==> src/rtl/mprj_power_seq.sv <==
// User-project power sequencer for the two Caravel user domains.
// Each domain's level-shifted presence flag is synchronized into caravel_clk,
// debounced, and then held for a fixed delay before the isolation cells are
// released. Loss of a good domain drops isolation at once and raises a
// one-cycle pwr_lost pulse. Dropping seq_enable is an orderly shutdown: the
// domain goes to OFF without a pwr_lost pulse.
module mprj_power_seq #(
    parameter int DEBOUNCE_CYCLES = 16,  // consecutive synced-high samples, 2..255
    parameter int RELEASE_DELAY   = 8    // power-good to isolation release, 1..255
) (
    input  logic caravel_clk,
    input  logic caravel_rstn,
    input  logic seq_enable,
    input  logic mprj_vdd_logic1,
    input  logic mprj2_vdd_logic1,
    output logic mprj_pwr_good,
    output logic mprj2_pwr_good,
    output logic mprj_iso_rel,
    output logic mprj2_iso_rel,
    output logic mprj_pwr_lost,
    output logic mprj2_pwr_lost
);

    typedef enum logic [1:0] {
        ST_OFF,
        ST_DEBOUNCE,
        ST_RELEASE,
        ST_ON
    } state_t;

    // Terminal counts. The counter only ever climbs to one of these values,
    // so it cannot wrap.
    localparam logic [7:0] DEB_LAST = 8'(DEBOUNCE_CYCLES - 1);
    localparam logic [7:0] REL_LAST = 8'(RELEASE_DELAY - 1);

    logic [1:0] vdd;
    assign vdd = {mprj2_vdd_logic1, mprj_vdd_logic1};

    // The two domains share no state, so events in both are handled in the
    // same cycle.
    for (genvar d = 0; d < 2; d++) begin : g_dom
        logic       sync_q;
        logic       sync_d;
        state_t     state;
        logic [7:0] cnt;
        logic       pwr_good;
        logic       iso_rel;
        logic       pwr_lost;

        // Two-flop synchronizer for the asynchronous presence flag.
        always_ff @(posedge caravel_clk or negedge caravel_rstn) begin
            if (!caravel_rstn) begin
                sync_q <= 1'b0;
                sync_d <= 1'b0;
            end else begin
                // NOTE: non-blocking assignments let sync_d take the old sync_q,
                // giving two real flop stages; blocking would collapse them.
                sync_q <= vdd[d];
                sync_d <= sync_q;
            end
        end

        // Sequencing FSM with registered pwr_good / iso_rel / pwr_lost.
        always_ff @(posedge caravel_clk or negedge caravel_rstn) begin
            if (!caravel_rstn) begin
                state    <= ST_OFF;
                cnt      <= 8'd0;
                pwr_good <= 1'b0;
                iso_rel  <= 1'b0;
                pwr_lost <= 1'b0;
            end else begin
                pwr_lost <= 1'b0;
                if (!seq_enable) begin
                    // An orderly shutdown wins over any presence event this cycle.
                    state    <= ST_OFF;
                    cnt      <= 8'd0;
                    pwr_good <= 1'b0;
                    iso_rel  <= 1'b0;
                end else begin
                    case (state)
                        ST_OFF: begin
                            if (sync_d) begin
                                state <= ST_DEBOUNCE;
                                cnt   <= 8'd1;
                            end
                        end
                        ST_DEBOUNCE: begin
                            if (!sync_d) begin
                                // A glitch restarts debounce from scratch.
                                state <= ST_OFF;
                                cnt   <= 8'd0;
                            end else if (cnt == DEB_LAST) begin
                                state    <= ST_RELEASE;
                                cnt      <= 8'd0;
                                pwr_good <= 1'b1;
                            end else begin
                                cnt <= cnt + 8'd1;
                            end
                        end
                        ST_RELEASE: begin
                            if (!sync_d) begin
                                state    <= ST_OFF;
                                cnt      <= 8'd0;
                                pwr_good <= 1'b0;
                                iso_rel  <= 1'b0;
                                pwr_lost <= 1'b1;
                            end else if (cnt == REL_LAST) begin
                                state   <= ST_ON;
                                cnt     <= 8'd0;
                                iso_rel <= 1'b1;
                            end else begin
                                cnt <= cnt + 8'd1;
                            end
                        end
                        ST_ON: begin
                            if (!sync_d) begin
                                state    <= ST_OFF;
                                cnt      <= 8'd0;
                                pwr_good <= 1'b0;
                                iso_rel  <= 1'b0;
                                pwr_lost <= 1'b1;
                            end
                        end
                        default: begin
                            state    <= ST_OFF;
                            cnt      <= 8'd0;
                            pwr_good <= 1'b0;
                            iso_rel  <= 1'b0;
                        end
                    endcase
                end
            end
        end
    end

    assign mprj_pwr_good  = g_dom[0].pwr_good;
    assign mprj_iso_rel   = g_dom[0].iso_rel;
    assign mprj_pwr_lost  = g_dom[0].pwr_lost;
    assign mprj2_pwr_good = g_dom[1].pwr_good;
    assign mprj2_iso_rel  = g_dom[1].iso_rel;
    assign mprj2_pwr_lost = g_dom[1].pwr_lost;

endmodule

==> config.mk <==
export PLATFORM = sky130hd
export DESIGN_NAME = mprj_power_seq
export DESIGN_NICKNAME = d
export VERILOG_FILES = /design/src/rtl/mprj_power_seq.sv
export SDC_FILE = /design/constraint.sdc
export NUM_CORES = 1
export LEC_CHECK = 0
export ABC_AREA = 0
export BUFFER_PORTS_ARGS = -buffer_cell sky130_fd_sc_hd__buf_2
export CAP_MARGIN = 40
export CORE_UTILIZATION = 55
export CTS_CLUSTER_DIAMETER = 50
export DETAILED_ROUTE_END_ITERATION = 10
export PLACE_DENSITY_LB_ADDON = 0.12
export SLEW_MARGIN = 20
export SYNTH_ARGS = -nofsm -noshare
export SYNTH_HDL_FRONTEND = slang
export SYNTH_SLANG_ARGS = --single-unit
==> constraint.sdc <==
create_clock -name caravel_clk -period 2.9 [get_ports caravel_clk]
set_clock_uncertainty 0.2 [all_clocks]
set_input_delay 0.87 -clock caravel_clk [delete_from_list [all_inputs] [get_ports caravel_clk]]
set_output_delay 0.87 -clock caravel_clk [all_outputs]
set_load 0.01 [all_outputs]
==> flow_summary.toml <==
[cts]
clk_root_buffer_cell = "sky130_fd_sc_hd__clkbuf_4"
cts_tree = "done"
number_of_sinks_on_the_clock_net = 30
clock_path_buffers = 2
worstSkewPairLatency_ns = 0.33
cts.hold.buffers_added = 0
numCtsBuffers = 5
cts.repair_timing.setup_buffer_count = 0
htreeDepth = 2
cts.reportedPaths.clkPinSlew_ns = 0.08
cts_resized = 0

[routing]
vias = 1306
detailedRoute.firstPassIterationCount = 4
drc = 0
drt-total-wl_um = 2900
drt.antenna.violating_nets = 0
avgViaCountPerCell = 5.88
detail_route.iter0.violations = 80
post_drt_wl_per_cell_um = 13.1

[timing]
setup_repair_after_global_routing_missed_its_margin = "no"
fin_setup_tns_ns = 0
finalMaxSlewViolations = 0
timing.final.hold_violations = 0
worst_slew_margin_rel_pct = 57.2
finalCritPeriodShare_pct = 75.0
top_achievable_clock_speed_mhz = 460
tightestPinTransition_ns = 0.642
setup-violations-final = 0
final_critical_period_ns = 2.17

[pwr]
p_switching_w = 0.000177
clockPowerShare_pct = 38.7
comb_power_share_pct = 5.5
power.density_nw_per_um2 = 446
total_leakage_power_nw = 0.816
switching_share_pct = 22.6
power_frac_seq_pct = 55.8
report.power.total_w = 0.000783
intPower_w = 0.000606
worst_ir_drop_vdd_mv = 0.363

[yosys]
synth_mux_area_share_pct = 0.617
synth-edff-count = 0
synth_cell_types = 40
post_synth_instance_area_sq_um = 1620
yosys_reg_bits = 30
ys_seq_area_share_pct = 46.3
syn-instance-count = 182
xor_and_xnor_fraction_of_the_mapped_netlist_area_pct = 0.540
synth_compound_gate_area_share_pct = 20.6
simple_gate_fraction_of_synth_area_pct = 24.7
avgSynthCellArea_sq_um = 8.92
combinational_family_with_the_most_area_after_synthesis = "simple AND/OR/NAND/NOR gates"
synthAdderAreaFrac_pct = 2.78
synthesis.nets = 189
synth_ff_type = "sky130_fd_sc_hd__dfrtp_1"
synthArstFlopShare_pct = 100
synthesis.yosys.warnings = 0

[layout]
area_growth_pct = 8.10
ratio_of_cells_with_drive_above_1_in_the_final_layout_pct = 12.0
design.final.nets = 197
fin_cells = 222
nFillCells = 238
antennaDiodeCount = 0

[grt]
grt_util_all_layers_pct = 21.0
antenna_found_initial = 0
pin_count_of_the_biggest_net_entering_global_routing = 31
vias_in_the_first_global_route = 1092
grt_remaining_overflow = 0
grt_pass1_wl_um = 5040

[floorplan]
die-height_um = 56.3
floorplan_core_area_sq_um = 2780
number_of_rows_in_the_core_area = 19
die_area_sq_um = 3170
floorplan.die.width_um = 56.3
floorplan.initialDensity_pct = 58.3
num_io_pins = 11

[status]
outcome = "finished clean"

[run]
drv.max_cap_violation_count = 0

[setup_path]
worst_r2r_path_depth = 5
rr_startpoint = "g_dom[0].cnt[4]"
endpoint_kind = "register"
setup.worst_path.start = "g_dom[0].cnt[4]"
worst_setup_path_endpoint = "g_dom[0].cnt[3]"
critical_path_arrival_ns = 2.18
r2r_setup_slack_ns = 0.73
critical_path.reg2reg.endpoint = "g_dom[0].cnt[3]"
timing_worst_setup_path_type = "reg -> reg"
critical_path.startpoint_type = "register"
crit_fanout = 11
critPathRequiredTime_ns = 2.91

[placement]
place_hpwl_um = 2040
globalplace.congestion = 0.828
placed_cells = 214
numPortBuffers = 10

[min_path]
holdCritPathClass = "reg -> reg"
[power groups by stage]
stage / Clock (W) / Sequential, W / Combinational (W)
final: 0.000303 / 0.000437 / 0.0000428
after global placement: 0 / 0.000445 / 0.0000425
after global routing: 0.000327 / 0.000439 / 0.0000500
after floorplan: 0 / 0.000438 / 0.0000350
after CTS: 0.000317 / 0.000437 / 0.0000437
after detailed placement: 0 / 0.000445 / 0.0000436
[routing by layer]
| layer | global-route usage (%) | wire (um) | up-vias | part of all wire (%) |
|---|---|---|---|---|
| met5 | 0 | 0 | - | 0 |
| li1 | - | - | 668 | - |
| met4 | 10.5 | 62 | 0 | 2.1 |
| met3 | 5.07 | 116 | 7 | 4.0 |
| met2 | 29.1 | 1230 | 27 | 42 |
| met1 | 30.6 | 1490 | 604 | 51 |
[cell families (layout without fill, tap and decap cells)]
| group | Yosys count | in the layout |
|---|---|---|
| flip-flops | 30 | 30 |
| buffers and inverters | 19 | 28 |
| AND/OR/NAND/NOR | 76 | 76 |
| adder cells (fa/ha/maj) | 4 | 4 |
| AO/OA/AOI/OAI | 51 | 51 |
| XOR/XNOR | 1 | 1 |
| multiplexers | 1 | 1 |
[cells in the final DEF (no fill, tap or decap), types with 2 or more instances in the layout]
master	synthesis	final
sky130_fd_sc_hd__nand3_1	9	9
sky130_fd_sc_hd__nand4_1	2	2
sky130_fd_sc_hd__a22o_1	3	3
sky130_fd_sc_hd__nor4_1	2	2
sky130_fd_sc_hd__o21ai_0	11	11
sky130_fd_sc_hd__clkbuf_4	0	5
sky130_fd_sc_hd__nand3b_1	2	2
sky130_fd_sc_hd__and3_1	7	7
sky130_fd_sc_hd__nor3b_1	2	2
sky130_fd_sc_hd__ha_1	2	2
sky130_fd_sc_hd__a31oi_1	6	6
sky130_fd_sc_hd__nand2_1	20	20
sky130_fd_sc_hd__inv_1	10	10
sky130_fd_sc_hd__nor2b_1	9	9
sky130_fd_sc_hd__and2_1	2	2
sky130_fd_sc_hd__o21ai_1	5	5
sky130_fd_sc_hd__a21o_1	4	4
sky130_fd_sc_hd__nor2_1	13	13
sky130_fd_sc_hd__o2bb2ai_1	3	3
sky130_fd_sc_hd__buf_2	2	10
sky130_fd_sc_hd__a21oi_1	11	11
sky130_fd_sc_hd__maj3_1	2	2
sky130_fd_sc_hd__dfrtp_1	30	30
sky130_fd_sc_hd__nor3_1	2	2
sky130_fd_sc_hd__clkbuf_8	0	3
[worst min-delay path by stage]
stage	startpoint	end	slack (ns)	depth (start not counted)
final	g_dom[0].sync_q	g_dom[0].sync_d	0.16	0
after global routing	g_dom[0].sync_q	g_dom[0].sync_d	0.16	0
after CTS	g_dom[0].sync_q	g_dom[0].sync_d	0.16	0
after detailed placement	g_dom[1].sync_q	g_dom[1].sync_d	0.14	0
after global placement	g_dom[0].sync_q	g_dom[0].sync_d	0.13	0
after floorplan	g_dom[0].sync_q	g_dom[0].sync_d	0.13	0
[Yosys cell counts, types with 2 or more instances]
cell type	count	area, sq um
sky130_fd_sc_hd__a21oi_1	11	55.1
sky130_fd_sc_hd__and3_1	7	43.8
sky130_fd_sc_hd__nor4_1	2	12.5
sky130_fd_sc_hd__maj3_1	2	20.0
sky130_fd_sc_hd__nand2_1	20	75.1
sky130_fd_sc_hd__nand4_1	2	12.5
sky130_fd_sc_hd__nand3b_1	2	15.0
sky130_fd_sc_hd__buf_2	2	10.0
sky130_fd_sc_hd__nor3_1	2	10.0
sky130_fd_sc_hd__a21o_1	4	30.0
sky130_fd_sc_hd__o21ai_0	11	55.1
sky130_fd_sc_hd__nor2_1	13	48.8
sky130_fd_sc_hd__ha_1	2	25.0
sky130_fd_sc_hd__a31oi_1	6	37.5
sky130_fd_sc_hd__dfrtp_1	30	751
sky130_fd_sc_hd__and2_1	2	12.5
sky130_fd_sc_hd__o2bb2ai_1	3	26.3
sky130_fd_sc_hd__nor2b_1	9	56.3
sky130_fd_sc_hd__o21ai_1	5	25.0
sky130_fd_sc_hd__clkbuf_1	7	26.3
sky130_fd_sc_hd__nor3b_1	2	15.0
sky130_fd_sc_hd__a22o_1	3	26.3
sky130_fd_sc_hd__inv_1	10	37.5
sky130_fd_sc_hd__nand3_1	9	45.0
[critical path, stage by stage, from the launching register on]
cell                        delay [ns]
sky130_fd_sc_hd__dfrtp_1          0.44
sky130_fd_sc_hd__or4_1            0.58
sky130_fd_sc_hd__o21ai_1          0.20
sky130_fd_sc_hd__a21o_1           0.33
sky130_fd_sc_hd__o21ai_0          0.15
sky130_fd_sc_hd__o2bb2ai_1        0.16
[cell type report]
cell class | instances | area, sq um | share of cell area [%]
timing repair buffer | 10 | 50.0 | 2.85
clock buffer | 8 | 78.8 | 4.49
inverter | 10 | 37.5 | 2.14
tap | 31 | 38.8 | 2.21
multi-input combinational | 133 | 798 | 45.5
sequential | 30 | 751 | 42.8
[registers in the layout, indices dropped and copies added, names as in the netlist]
name / count
g_dom.state: 4
g_dom.sync_q: 2
g_dom.cnt: 16
mprj_pwr_lost: 1
mprj2_iso_rel: 1
mprj2_pwr_good: 1
mprj_pwr_good: 1
mprj_iso_rel: 1
mprj2_pwr_lost: 1
g_dom.sync_d: 2
[through the flow]
| step | util, % | hold WS (ns) | instance area (sq um) | worst slack [ns] |
|---|---|---|---|---|
| 6_report | 63.1 | 0.155 | 1750 | 0.726 |
| 5_1_grt | 63.1 | 0.164 | 1750 | 0.595 |
| 4_1_cts | 63.1 | 0.158 | 1750 | 0.740 |
| 3_5_place_dp | 60.2 | 0.137 | 1680 | 0.648 |
| 3_3_place_gp | 60.2 | 0.135 | 1680 | 0.747 |
| 2_1_floorplan | - | 0.131 | 1620 | 0.803 |
No activity file was read; power rests on OpenSTA's default activity.
